[config.mk]
export PLATFORM = sky130hd
export DESIGN_NAME = alu_arbiter
export DESIGN_NICKNAME = d
export VERILOG_FILES = /design/src/rtl/alu_pkg.sv /design/src/rtl/rr_picker.sv /design/src/rtl/alu_arbiter.sv
export SDC_FILE = /design/constraint.sdc
export NUM_CORES = 1
export LEC_CHECK = 0
export ABC_CLOCK_PERIOD_IN_PS = 1800
export CELL_PAD_IN_SITES_DETAIL_PLACEMENT = 1
export CELL_PAD_IN_SITES_GLOBAL_PLACEMENT = 2
export CORE_UTILIZATION = 11
export DETAILED_ROUTE_END_ITERATION = 8
export PLACE_DENSITY_LB_ADDON = 0.1
export SYNTH_ARGS = -nofsm -noshare
export SYNTH_HDL_FRONTEND = slang
export SYNTH_SLANG_ARGS = --single-unit
[constraint.sdc]
create_clock -name clk -period 1.8 [get_ports clk]
set_input_delay 0.27 -clock clk [delete_from_list [all_inputs] [get_ports clk]]
set_output_delay 0.27 -clock clk [all_outputs]
set_load 0.01 [all_outputs]
[src/rtl/alu_pkg.sv]
// alu_pkg: ALUControl encodings shared by the ALU, its arbiter and the
// requesters of the multi-cycle MIPS core.
//   alu_op_t   : 5-bit ALUControl code
//   ALU_*      : code constants (ALU_PASS_A doubles as the idle code)
package alu_pkg;

    typedef logic [4:0] alu_op_t;

    localparam alu_op_t ALU_AND     = 5'b00000;
    localparam alu_op_t ALU_OR      = 5'b00001;
    localparam alu_op_t ALU_ADD     = 5'b00010;
    localparam alu_op_t ALU_XOR     = 5'b00011;
    localparam alu_op_t ALU_SLL     = 5'b00100;
    localparam alu_op_t ALU_SRL     = 5'b00101;
    localparam alu_op_t ALU_SUB     = 5'b00110;
    localparam alu_op_t ALU_SLT     = 5'b00111;
    localparam alu_op_t ALU_SRA     = 5'b01000;
    localparam alu_op_t ALU_SLTU    = 5'b01001;
    localparam alu_op_t ALU_EQ      = 5'b01010;
    localparam alu_op_t ALU_PASS_B  = 5'b01011;
    localparam alu_op_t ALU_LTZ     = 5'b01100;
    localparam alu_op_t ALU_JADD    = 5'b01101;
    localparam alu_op_t ALU_PASS_A  = 5'b01110;
    localparam alu_op_t ALU_LEZ     = 5'b10000;
    localparam alu_op_t ALU_JUMP    = 5'b10001;
    localparam alu_op_t ALU_LWL     = 5'b10010;
    localparam alu_op_t ALU_LWR     = 5'b10011;
    localparam alu_op_t ALU_LUI     = 5'b10100;
    localparam alu_op_t ALU_LWL_MEM = 5'b10101;

endpackage

[src/rtl/rr_picker.sv]
// rr_picker: combinational round-robin selector.
//   req [NREQ] : request bits
//   ptr [IW]   : index of the highest-priority requester this cycle
//   gnt [NREQ] : one-hot grant to the first set req bit at or after ptr
//                (wrapping), all zero when req is zero
//   idx [IW]   : index of the granted requester (0 when no grant)
module rr_picker #(
    parameter  int NREQ = 2,
    localparam int IW   = $clog2(NREQ)
) (
    input  logic [NREQ-1:0] req,
    input  logic [IW-1:0]   ptr,
    output logic [NREQ-1:0] gnt,
    output logic [IW-1:0]   idx
);

    logic          found_s;
    logic [IW-1:0] cand_s;

    // Scan requesters in rotated order starting at ptr; first hit wins.
    always_comb begin
        gnt     = '0;
        idx     = '0;
        found_s = 1'b0;
        cand_s  = '0;
        for (int k = 0; k < NREQ; k++) begin
            cand_s = IW'((int'(ptr) + k) % NREQ);
            if (!found_s && req[cand_s]) begin
                gnt[cand_s] = 1'b1;
                idx         = cand_s;
                found_s     = 1'b1;
            end else begin
                // an earlier requester in the rotation already won
            end
        end
    end

endmodule

[src/rtl/alu_arbiter.sv]
// alu_arbiter: shares one combinational ALU between NREQ requesters.
//   clk, reset_n          : clock, synchronous active-low reset
//   req/lock [NREQ]       : per-requester request and keep-ownership flag
//   op/src_a/src_b        : per-requester ALUControl and operands (packed)
//   gnt [NREQ]            : combinational one-hot grant for this cycle
//   rsp_valid/rsp_data    : registered result, one cycle after the grant
//   alu_control/src_a/b   : drive the shared ALU; alu_result comes back
//   lock_active/owner     : registered lock state
// A granted requester with lock set keeps exclusive ownership until it issues
// an op with lock clear, or sits idle for LOCK_TIMEOUT consecutive cycles.
module alu_arbiter
    import alu_pkg::*;
#(
    parameter  int NREQ         = 2,
    parameter  int LOCK_TIMEOUT = 8,
    localparam int IW           = $clog2(NREQ),
    localparam int CW           = $clog2(LOCK_TIMEOUT + 1)
) (
    input  logic                clk,
    input  logic                reset_n,
    input  logic [NREQ-1:0]     req,
    input  logic [NREQ-1:0]     lock,
    input  logic [NREQ*5-1:0]   op,
    input  logic [NREQ*32-1:0]  src_a,
    input  logic [NREQ*32-1:0]  src_b,
    output logic [NREQ-1:0]     gnt,
    output logic [NREQ-1:0]     rsp_valid,
    output logic [31:0]         rsp_data,
    output logic [4:0]          alu_control,
    output logic [31:0]         alu_src_a,
    output logic [31:0]         alu_src_b,
    input  logic [31:0]         alu_result,
    output logic                lock_active,
    output logic [IW-1:0]       lock_owner
);

    localparam logic [CW-1:0] IDLE_LAST = CW'(LOCK_TIMEOUT - 1);

    logic [IW-1:0]   ptr_r;
    logic            lock_active_r;
    logic [IW-1:0]   lock_owner_r;
    logic [CW-1:0]   idle_cnt_r;
    logic [NREQ-1:0] rsp_valid_r;
    logic [31:0]     rsp_data_r;

    logic [NREQ-1:0] pick_gnt_s;
    logic [IW-1:0]   pick_idx_s;
    logic [NREQ-1:0] gnt_s;
    logic [IW-1:0]   win_idx_s;

    // Index after i, wrapping at NREQ (NREQ need not be a power of two).
    function automatic logic [IW-1:0] wrap_inc(input logic [IW-1:0] i);
        if (int'(i) == NREQ - 1) begin
            return '0;
        end else begin
            return i + IW'(32'd1);
        end
    endfunction

    rr_picker #(.NREQ(NREQ)) u_picker (
        .req (req),
        .ptr (ptr_r),
        .gnt (pick_gnt_s),
        .idx (pick_idx_s)
    );

    // While locked only the owner may win; otherwise round-robin decides.
    always_comb begin
        gnt_s     = '0;
        win_idx_s = pick_idx_s;
        if (lock_active_r) begin
            gnt_s[lock_owner_r] = req[lock_owner_r];
            win_idx_s           = lock_owner_r;
        end else begin
            gnt_s = pick_gnt_s;
        end
    end

    // Route the winner's op and operands to the ALU; idle drives PASS_A of 0.
    always_comb begin
        alu_control = ALU_PASS_A;
        alu_src_a   = 32'd0;
        alu_src_b   = 32'd0;
        for (int i = 0; i < NREQ; i++) begin
            if (gnt_s[i]) begin
                alu_control = op[5*i +: 5];
                alu_src_a   = src_a[32*i +: 32];
                alu_src_b   = src_b[32*i +: 32];
            end else begin
                // requester i not granted this cycle
            end
        end
    end

    // Round-robin pointer, lock ownership and idle-owner timeout.
    always_ff @(posedge clk) begin
        if (!reset_n) begin
            ptr_r         <= '0;
            lock_active_r <= 1'b0;
            lock_owner_r  <= '0;
            idle_cnt_r    <= '0;
        end else if (|gnt_s) begin
            idle_cnt_r <= '0;
            if (lock[win_idx_s]) begin
                lock_active_r <= 1'b1;
                lock_owner_r  <= win_idx_s;
            end else begin
                lock_active_r <= 1'b0;
                ptr_r         <= wrap_inc(win_idx_s);
            end
        end else if (lock_active_r) begin
            // No grant while locked means the owner is not requesting.
            if (idle_cnt_r == IDLE_LAST) begin
                lock_active_r <= 1'b0;
                ptr_r         <= wrap_inc(lock_owner_r);
                idle_cnt_r    <= '0;
            end else begin
                idle_cnt_r <= idle_cnt_r + CW'(32'd1);
            end
        end else begin
            idle_cnt_r <= '0;
        end
    end

    // Capture the ALU result at the end of each grant cycle.
    always_ff @(posedge clk) begin
        if (!reset_n) begin
            rsp_valid_r <= '0;
            rsp_data_r  <= 32'd0;
        end else if (|gnt_s) begin
            rsp_valid_r <= gnt_s;
            rsp_data_r  <= alu_result;
        end else begin
            rsp_valid_r <= '0;
        end
    end

    assign gnt         = gnt_s;
    assign rsp_valid   = rsp_valid_r;
    assign rsp_data    = rsp_data_r;
    assign lock_active = lock_active_r;
    assign lock_owner  = lock_owner_r;

endmodule

# Word-level counts from Yosys, hierarchy flattened
# Cells that the tools add are included.
[op_classes]
add_sub_neg = 4
magnitude_cmp = 7
n_reduce_logical = 12
n_bitwise = 4
mux = 37
n_eq_ne = 2
[op_table]
columns = ["cell", "n"]
rows = [
  ["2-to-1 mux 32 bit", 4],
  ["2-to-1 mux 1 bit", 25],
  ["2-to-1 mux 5 bit", 2],
  ["< comparator 1 x 2 -> 1 bit (second input constant)", 4],
  ["2-to-1 mux 2 bit", 3],
  ["OR reduction 5 bit", 1],
  ["adder 4 x 1 -> 4 bit (second input constant)", 1],
  ["equality test 4 x 3 -> 1 bit (second input constant)", 1],
  ["logical AND 1 bit", 4],
  ["AND reduction 2 bit", 2],
  ["nonzero test 2 bit", 2],
  ["adder 1 bit (second input constant)", 3],
  ["demux 1 bit (select 1 bit)", 3],
  [">= comparator 1 bit (second input constant)", 3],
  ["AND reduction 3 bit", 1],
  ["bitwise AND 2 bit", 1],
  ["!= test 2 bit (second input constant)", 1],
  ["inverter 1 bit", 2],
  ["OR 2 bit", 1],
  ["OR reduction 2 bit", 1],
  ["zero test 1 bit", 1],
]
[totals]
inputBits = 176
elab_cells = 72
output_inout_bits = 107
ff_bits = 41

# Depth between registers and ports, before layout
# Gate-level depths: netlist (run 1).
[depth]
depth_word = 11
mapped_depth = 5
ltp_nobuf = 5

# Hierarchy
# A second synthesis (run 1) with hierarchy kept.
[hier_totals]
hier_cells = 286
area_unflattened_um2 = 2438.6
[by_module_without_submodules]
columns = ["mod", "seq_area_each_um2", "cells_each", "n_inst", "area_each_um2"]
rows = [
  ["alu_arbiter", 820.8, 282, 1, 2408.6],
  ["rr_picker", 0.0, 4, 1, 30.0],
]

# Worst setup path after synthesis (run 1)
# Ideal clock, no wire load.
[synth_path]
path_type = "register -> output"
startpoint = "reg lock_active_r (netlist: lock_active)"
endpoint = "out alu_control[1]"
setup_slack_ns = 0.152
path_buffers = 2
path_stages_with_launch = 6
arrival_time_ns = 1.378
t_required_ns = 1.530
cell_sequence = "dfxtp_1 nand2b_1 o311a_1 buf_2 buf_2 a22oi_1"
[synth_via]
word_cells_on_any_way = 3
classes_between = "mux (3)"
[synth_lines]
columns = ["element", "line", "rtl"]
rows = [
  ["start: declaration", "alu_arbiter.sv:40", "logic lock_active_r;"],
  ["start signal: assignment", "alu_arbiter.sv:99", "lock_active_r <= 1'b0;"],
  ["start signal: assignment", "alu_arbiter.sv:105", "lock_active_r <= 1'b1;"],
  ["start signal: assignment", "alu_arbiter.sv:108", "lock_active_r <= 1'b0;"],
  ["2-to-1 mux 2 bit", "alu_arbiter.sv:71", "if (lock_active_r) begin"],
  ["via gnt[1]", "alu_arbiter.sv:26", "output logic [NREQ-1:0] gnt,"],
  ["2-to-1 mux 5 bit", "alu_arbiter.sv:85", "if (gnt_s[i]) begin"],
  ["end: declaration", "alu_arbiter.sv:29", "output logic [4:0] alu_control,"],
]
# The timed path passes the listed nets, and every way through them passes these cells.

# Worst setup path after layout (run 1)
[layout_path]
startpoint = "reg ptr_r"
endpoint = "out alu_src_a[10]"
[layout_via]
elab_chain_len = 10
word_cells_on_any_way = 24
classes_between = "add/sub (1); order compare (4); mux (14); bitwise (1); reduce/logical (4)"
[layout_rtl]
columns = ["element", "line", "rtl"]
rows = [
  ["start: declaration", "alu_arbiter.sv:39", "logic [IW-1:0] ptr_r;"],
  ["start signal: assignment", "alu_arbiter.sv:109", "ptr_r <= wrap_inc(win_idx_s);"],
  ["start signal: assignment", "alu_arbiter.sv:115", "ptr_r <= wrap_inc(lock_owner_r);"],
  ["adder 1 bit (tied with other cells)", "rr_picker.sv:27", "cand_s = IW'((int'(ptr) + k) % NREQ);"],
  ["< comparator 1 x 2 -> 1 bit (implied by the code) (tied with other cells)", "rr_picker.sv:29", "gnt[cand_s] = 1'b1;"],
  ["logical AND 1 bit (implied by the code) or 2-to-1 mux 1 bit (tied branches)", "rr_picker.sv:29", ""],
  ["2-to-1 mux 1 bit (implied by the code) or demux 1 bit (select 1 bit) (tied branches)", "-", ""],
  ["demux 1 bit (select 1 bit) or 2-to-1 mux 2 bit (tied branches)", "-", ""],
  ["OR 2 bit (no source line)", "-", ""],
  ["2-to-1 mux 2 bit *", "rr_picker.sv:28", "if (!found_s && req[cand_s]) begin"],
  ["2-to-1 mux 2 bit *", "alu_arbiter.sv:71", ""],
  ["2-to-1 mux 32 bit", "alu_arbiter.sv:85", ""],
  ["2-to-1 mux 32 bit *", "alu_arbiter.sv:85", ""],
  ["end: declaration", "alu_arbiter.sv:30", "output logic [31:0] alu_src_a,"],
]
# Mark *: on every way between the ends. The rest lies on a longest branch, timed or not. The select of a mux whose other input is x is not followed.

==> impl_metrics.csv, run 1 <==
group,metric,value,unit
setup_path,r2r_end,"ptr_r$_SDFFE_PN0P_",
setup_path,r2r_start,"ptr_r$_SDFFE_PN0P_",
yosys,yosys_warnings,0,
floorplanning,fp-row-count,51,
timing,drv_slew,0,
clock_tree,h-tree-depth,2,
outcome,failed_checks,"setup timing",
floorplanning,core_region_area,19590,µm²
timing,clock.fmax,502.4,MHz
setup_path,regToRegSetupSlack,-0.02,ns
power,power.switching,0.001113,W
place,dpl-instance-area,5528,µm²
place,gp_congestion,0.7424,
setup_path,arrival,1.72,ns
yosys,synth_top_area_share,37.00,%
power,ir_worst_vdd,0.0003428,V
place,dp_slack,-0.7298,ns
setup_path,crit_end,"alu_src_a[10]",
clock_tree,cts_tree,"done",
setup_path,cp-start-kind,"register",
yosys,yosysSeqAreaShare,37.00,%
setup_path,slowest_delay,0.42,ns
timing,max_slew.worst_pin.slew,0.3616,ns
floorplanning,start_util,11.32,%
detailed_routing,drt_iter0_markers,83,
timing,period_minus_slack,1.991,ns
detailed_routing,post_drt_wl_per_cell,18.42,µm
floorplanning,die_height,144.0,µm
power,pwr-share-clk,24.3,%
job,maxCapViolations,0,
detailed_routing,ant_nets,0,
setup_path,worstSetupEndpointType,"output pin",
setup_path,cp.required,1.53,ns
clock_tree,clk_latency,0.28,ns
setup_path,cp_num_buf_inv,3,
detailed_routing,num_vias,3349,
yosys,ys_types,31,
cells_and_area,fin_area,5894,µm²
cells_and_area,drive_gt1_share,22.59,%
timing,hold_violations,0,
timing,setup_viol,71,
setup_path,cp_max_fo,5,
yosys,avgSynthCellArea,8.096,µm²
clock_tree,clkTransAtPathRegs,0.06,ns
yosys,synth_area,2218,µm²
detailed_routing,first_pass_iters,4,
global_routing,antenna_found_initial,0,
setup_path,r2r_cells,6,
hold_path,hp-class,"reg2reg",
power,comb_power_share,48.6,%
detailed_routing,drt-vias-per-instance,3.963,
clock_tree,root_buffer,"clkbuf_16",
cells_and_area,diodes,0,
setup_path,slowest_stage,"o311a_4",
yosys,syn_inst,274,
global_routing,grt_pass1_wl,21020,µm
setup_path,cp_cell_sequence,"o311a_4 > clkbuf_16 > buf_12 > a22o_1 > buf_6",
timing,fin_crit_sh,110.6,%
global_routing,grt.total_usage,13.72,%
power,swShare,29.72,%
detailed_routing,routed_wl,15570,µm
place,portBuffers,282,
setup_path,path_class,"reg2out",
outcome,outcome,"complete, but fails checks",
power,power-per-cell-area,635.3,nW/µm²
timing,fin_skew,0.003625,ns
yosys,synth_area_leaders,"dfxtp_1 (37%), a22o_1 (26%), nand2_1 (11%)",
power,power.leakage,2.485,nW
yosys,synth.largest_area_cell,"dfxtp_1",
floorplanning,dieArea,20740,µm²
power,p_int,0.002632,W
detailed_routing,drcViolationCount,0,
global_routing,grt_overflow,0,
setup_path,critPathTopFamily,"compound AO/OA/AOI/OAI gates",
cells_and_area,syn_to_final_growth,165.7,%
setup_path,cp.depth,5,
cells_and_area,nets,757,
place,post-dp-hpwl,11830,µm
global_routing,grt_pass1_vias,3390,
timing,rsz0062_at_grt,"yes",
power,pwr-share-seq,27.1,%
floorplanning,pin_count,283,
clock_tree,cts_buffer_depth,2,
clock_tree,cts_num_sinks,41,
yosys,synth-seq-cells,41,
clock_tree,numCtsBuffers,5,
cells_and_area,fill_cells,2317,
floorplanning,die_x,144.0,µm
timing,maxSlewHeadroom,75.89,%
timing,layout_setup_ws,-0.1905,ns
setup_path,critPathLaunch,"ptr_r$_SDFFE_PN0P_",
yosys,syn-num-nets,451,
global_routing,grt_max_degree,33,
-- sequential cells by signal (all words and copies together), names as in the netlist --
signal	cells
idle_cnt_r	4
lock_owner	1
rsp_valid	2
ptr_r	1
lock_active	1
rsp_data	32
-- layer usage --
layer | wire length [µm] | share of wire (%) | GRT usage [%]
met1 | 5875 | 38 | 15.36
met2 | 8082 | 52 | 25.17
met3 | 1435 | 9.2 | 4.272
met4 | 172 | 1.1 | 2.968
met5 | 0 | 0 | 0
-- power by group through the flow --
| stage | logic (W) | registers (W) | clock network, W |
|---|---|---|---|
| after global placement | 0.00168 | 0.00103 | 0 |
| after CTS | 0.00174 | 0.00101 | 0.000958 |
| after floorplan | 0.000539 | 0.00106 | 0 |
| after global routing | 0.00195 | 0.00102 | 0.00101 |
| final | 0.00182 | 0.00101 | 0.000910 |
| after detailed placement | 0.00168 | 0.00103 | 0 |
-- how the worst min path moves through the flow --
| stage | depth (start not counted) | slack (ns) | startpoint | end |
|---|---|---|---|---|
| 2_1_floorplan | 1 | 0.39 | reset_n | lock_owner$_SDFFE_PN0P_ |
| 3_3_place_gp | 1 | 0.43 | idle_cnt_r[0]$_SDFF_PP0_ | idle_cnt_r[0]$_SDFF_PP0_ |
| 3_5_place_dp | 2 | 0.45 | rsp_data[1]$_SDFFE_PN0P_ | rsp_data[1]$_SDFFE_PN0P_ |
| 4_1_cts | 2 | 0.46 | rsp_data[24]$_SDFFE_PN0P_ | rsp_data[24]$_SDFFE_PN0P_ |
| 5_1_grt | 2 | 0.47 | rsp_data[8]$_SDFFE_PN0P_ | rsp_data[8]$_SDFFE_PN0P_ |
| 6_report | 2 | 0.45 | rsp_data[24]$_SDFFE_PN0P_ | rsp_data[24]$_SDFFE_PN0P_ |
-- layout make-up --
cell class                 instances  area, µm²  share of cell area (%)
timing repair buffer             324       3284                   55.72
multi-input combinational        198       1269                   21.52
sequential                        41      829.5                   14.07
tap                              265      331.6                   5.625
clock buffer                       7      142.6                   2.420
inverter                          10      37.54                  0.6368
-- cell families (layout without fill, tap and decap cells) --
group | count (synthesis) | count (layout) | share of synthesized area (%)
xor gates and xnor gates | 2 | 2 | 0.7898
muxes | 1 | 1 | 0.4512
buffers and inverters | 35 | 341 | 7.445
AOI/OAI and AO/OA | 114 | 114 | 39.09
adders and majority gates | 1 | 1 | 0.5639
DFF | 41 | 41 | 37.00
and+or+nand+nor | 80 | 80 | 14.66
-- Yosys cell counts, drive strengths merged --
library cell,count
nand2,67
a22o,66
dfxtp,41
a21oi,33
buf,22
inv,10
a22oi,4
nor2,4
and2,3
clkbuf,3
a21boi,2
o21ai,2
a211oi,1
a222oi,1
and3,1
and3b,1
ha,1
mux2i,1
nand2b,1
nand3,1
nand3b,1
o2111ai,1
o21a,1
o22a,1
o22ai,1
o311a,1
or2,1
xnor2,1
xor2,1
-- placed cells by master (no fill, tap or decap), drive strengths merged --
master | synthesis | final
nand2b | 1 | 1
dlygate4sd2 | 0 | 2
o2111ai | 1 | 1
o22a | 1 | 1
buf | 22 | 108
inv | 10 | 10
clkdlybuf4s50 | 0 | 209
o22ai | 1 | 1
nor2 | 4 | 4
a222oi | 1 | 1
a21oi | 33 | 33
o311a | 1 | 1
dfxtp | 41 | 41
xnor2 | 1 | 1
clkbuf | 3 | 11
a22oi | 4 | 4
mux2i | 1 | 1
nand3 | 1 | 1
a211oi | 1 | 1
a21boi | 2 | 2
clkdlybuf4s15 | 0 | 1
and2 | 3 | 3
nand3b | 1 | 1
ha | 1 | 1
and3b | 1 | 1
and3 | 1 | 1
o21ai | 2 | 2
a22o | 66 | 66
nand2 | 67 | 67
o21a | 1 | 1
or2 | 1 | 1
xor2 | 1 | 1
-- worst min-delay path: stages (launching register included) --
cell     delay [ns]
dfxtp_1        0.31
nand2_1        0.05
a21oi_1        0.05
-- what timing repair did --
action	CTS	global route
gates cloned	5	5
gates resized for setup	328	22
setup buffers	10	0
pin swaps	18	51
setup endpoints to repair	73	72
hold buffers	0	0
endpoints found under the hold margin	0	0
-- metrics by stage --
| step | hold WS, ns | instances | utilization, % | setup TNS (ns) | power [W] |
|---|---|---|---|---|---|
| CTS | 0.4566 | 842 | 29.18 | -10.51 | 0.003712 |
| global route | 0.4715 | 845 | 30.09 | -14.02 | 0.003981 |
| detailed placement | 0.4489 | 820 | 28.22 | -51.91 | 0.002715 |
| floorplan | 0.3876 | 274 | - | 0 | 0.001601 |
| finish | 0.4532 | 845 | 30.09 | -10.86 | 0.003745 |
| global placement | 0.4317 | 820 | 28.22 | -50.08 | 0.002708 |
Note: power is estimated with default switching activity, not from simulation.
==> run 2, diff against run 1 <==
--- a/config.mk
+++ b/config.mk
@@ -5,6 +5,7 @@
 export SDC_FILE = /design/constraint.sdc
 export NUM_CORES = 1
 export LEC_CHECK = 0
+export ABC_AREA = 0
 export ABC_CLOCK_PERIOD_IN_PS = 1800
 export CELL_PAD_IN_SITES_DETAIL_PLACEMENT = 1
 export CELL_PAD_IN_SITES_GLOBAL_PLACEMENT = 2
==> results of run 2 <==
The final DEF is identical to that of run 1; final timing and power are the same.
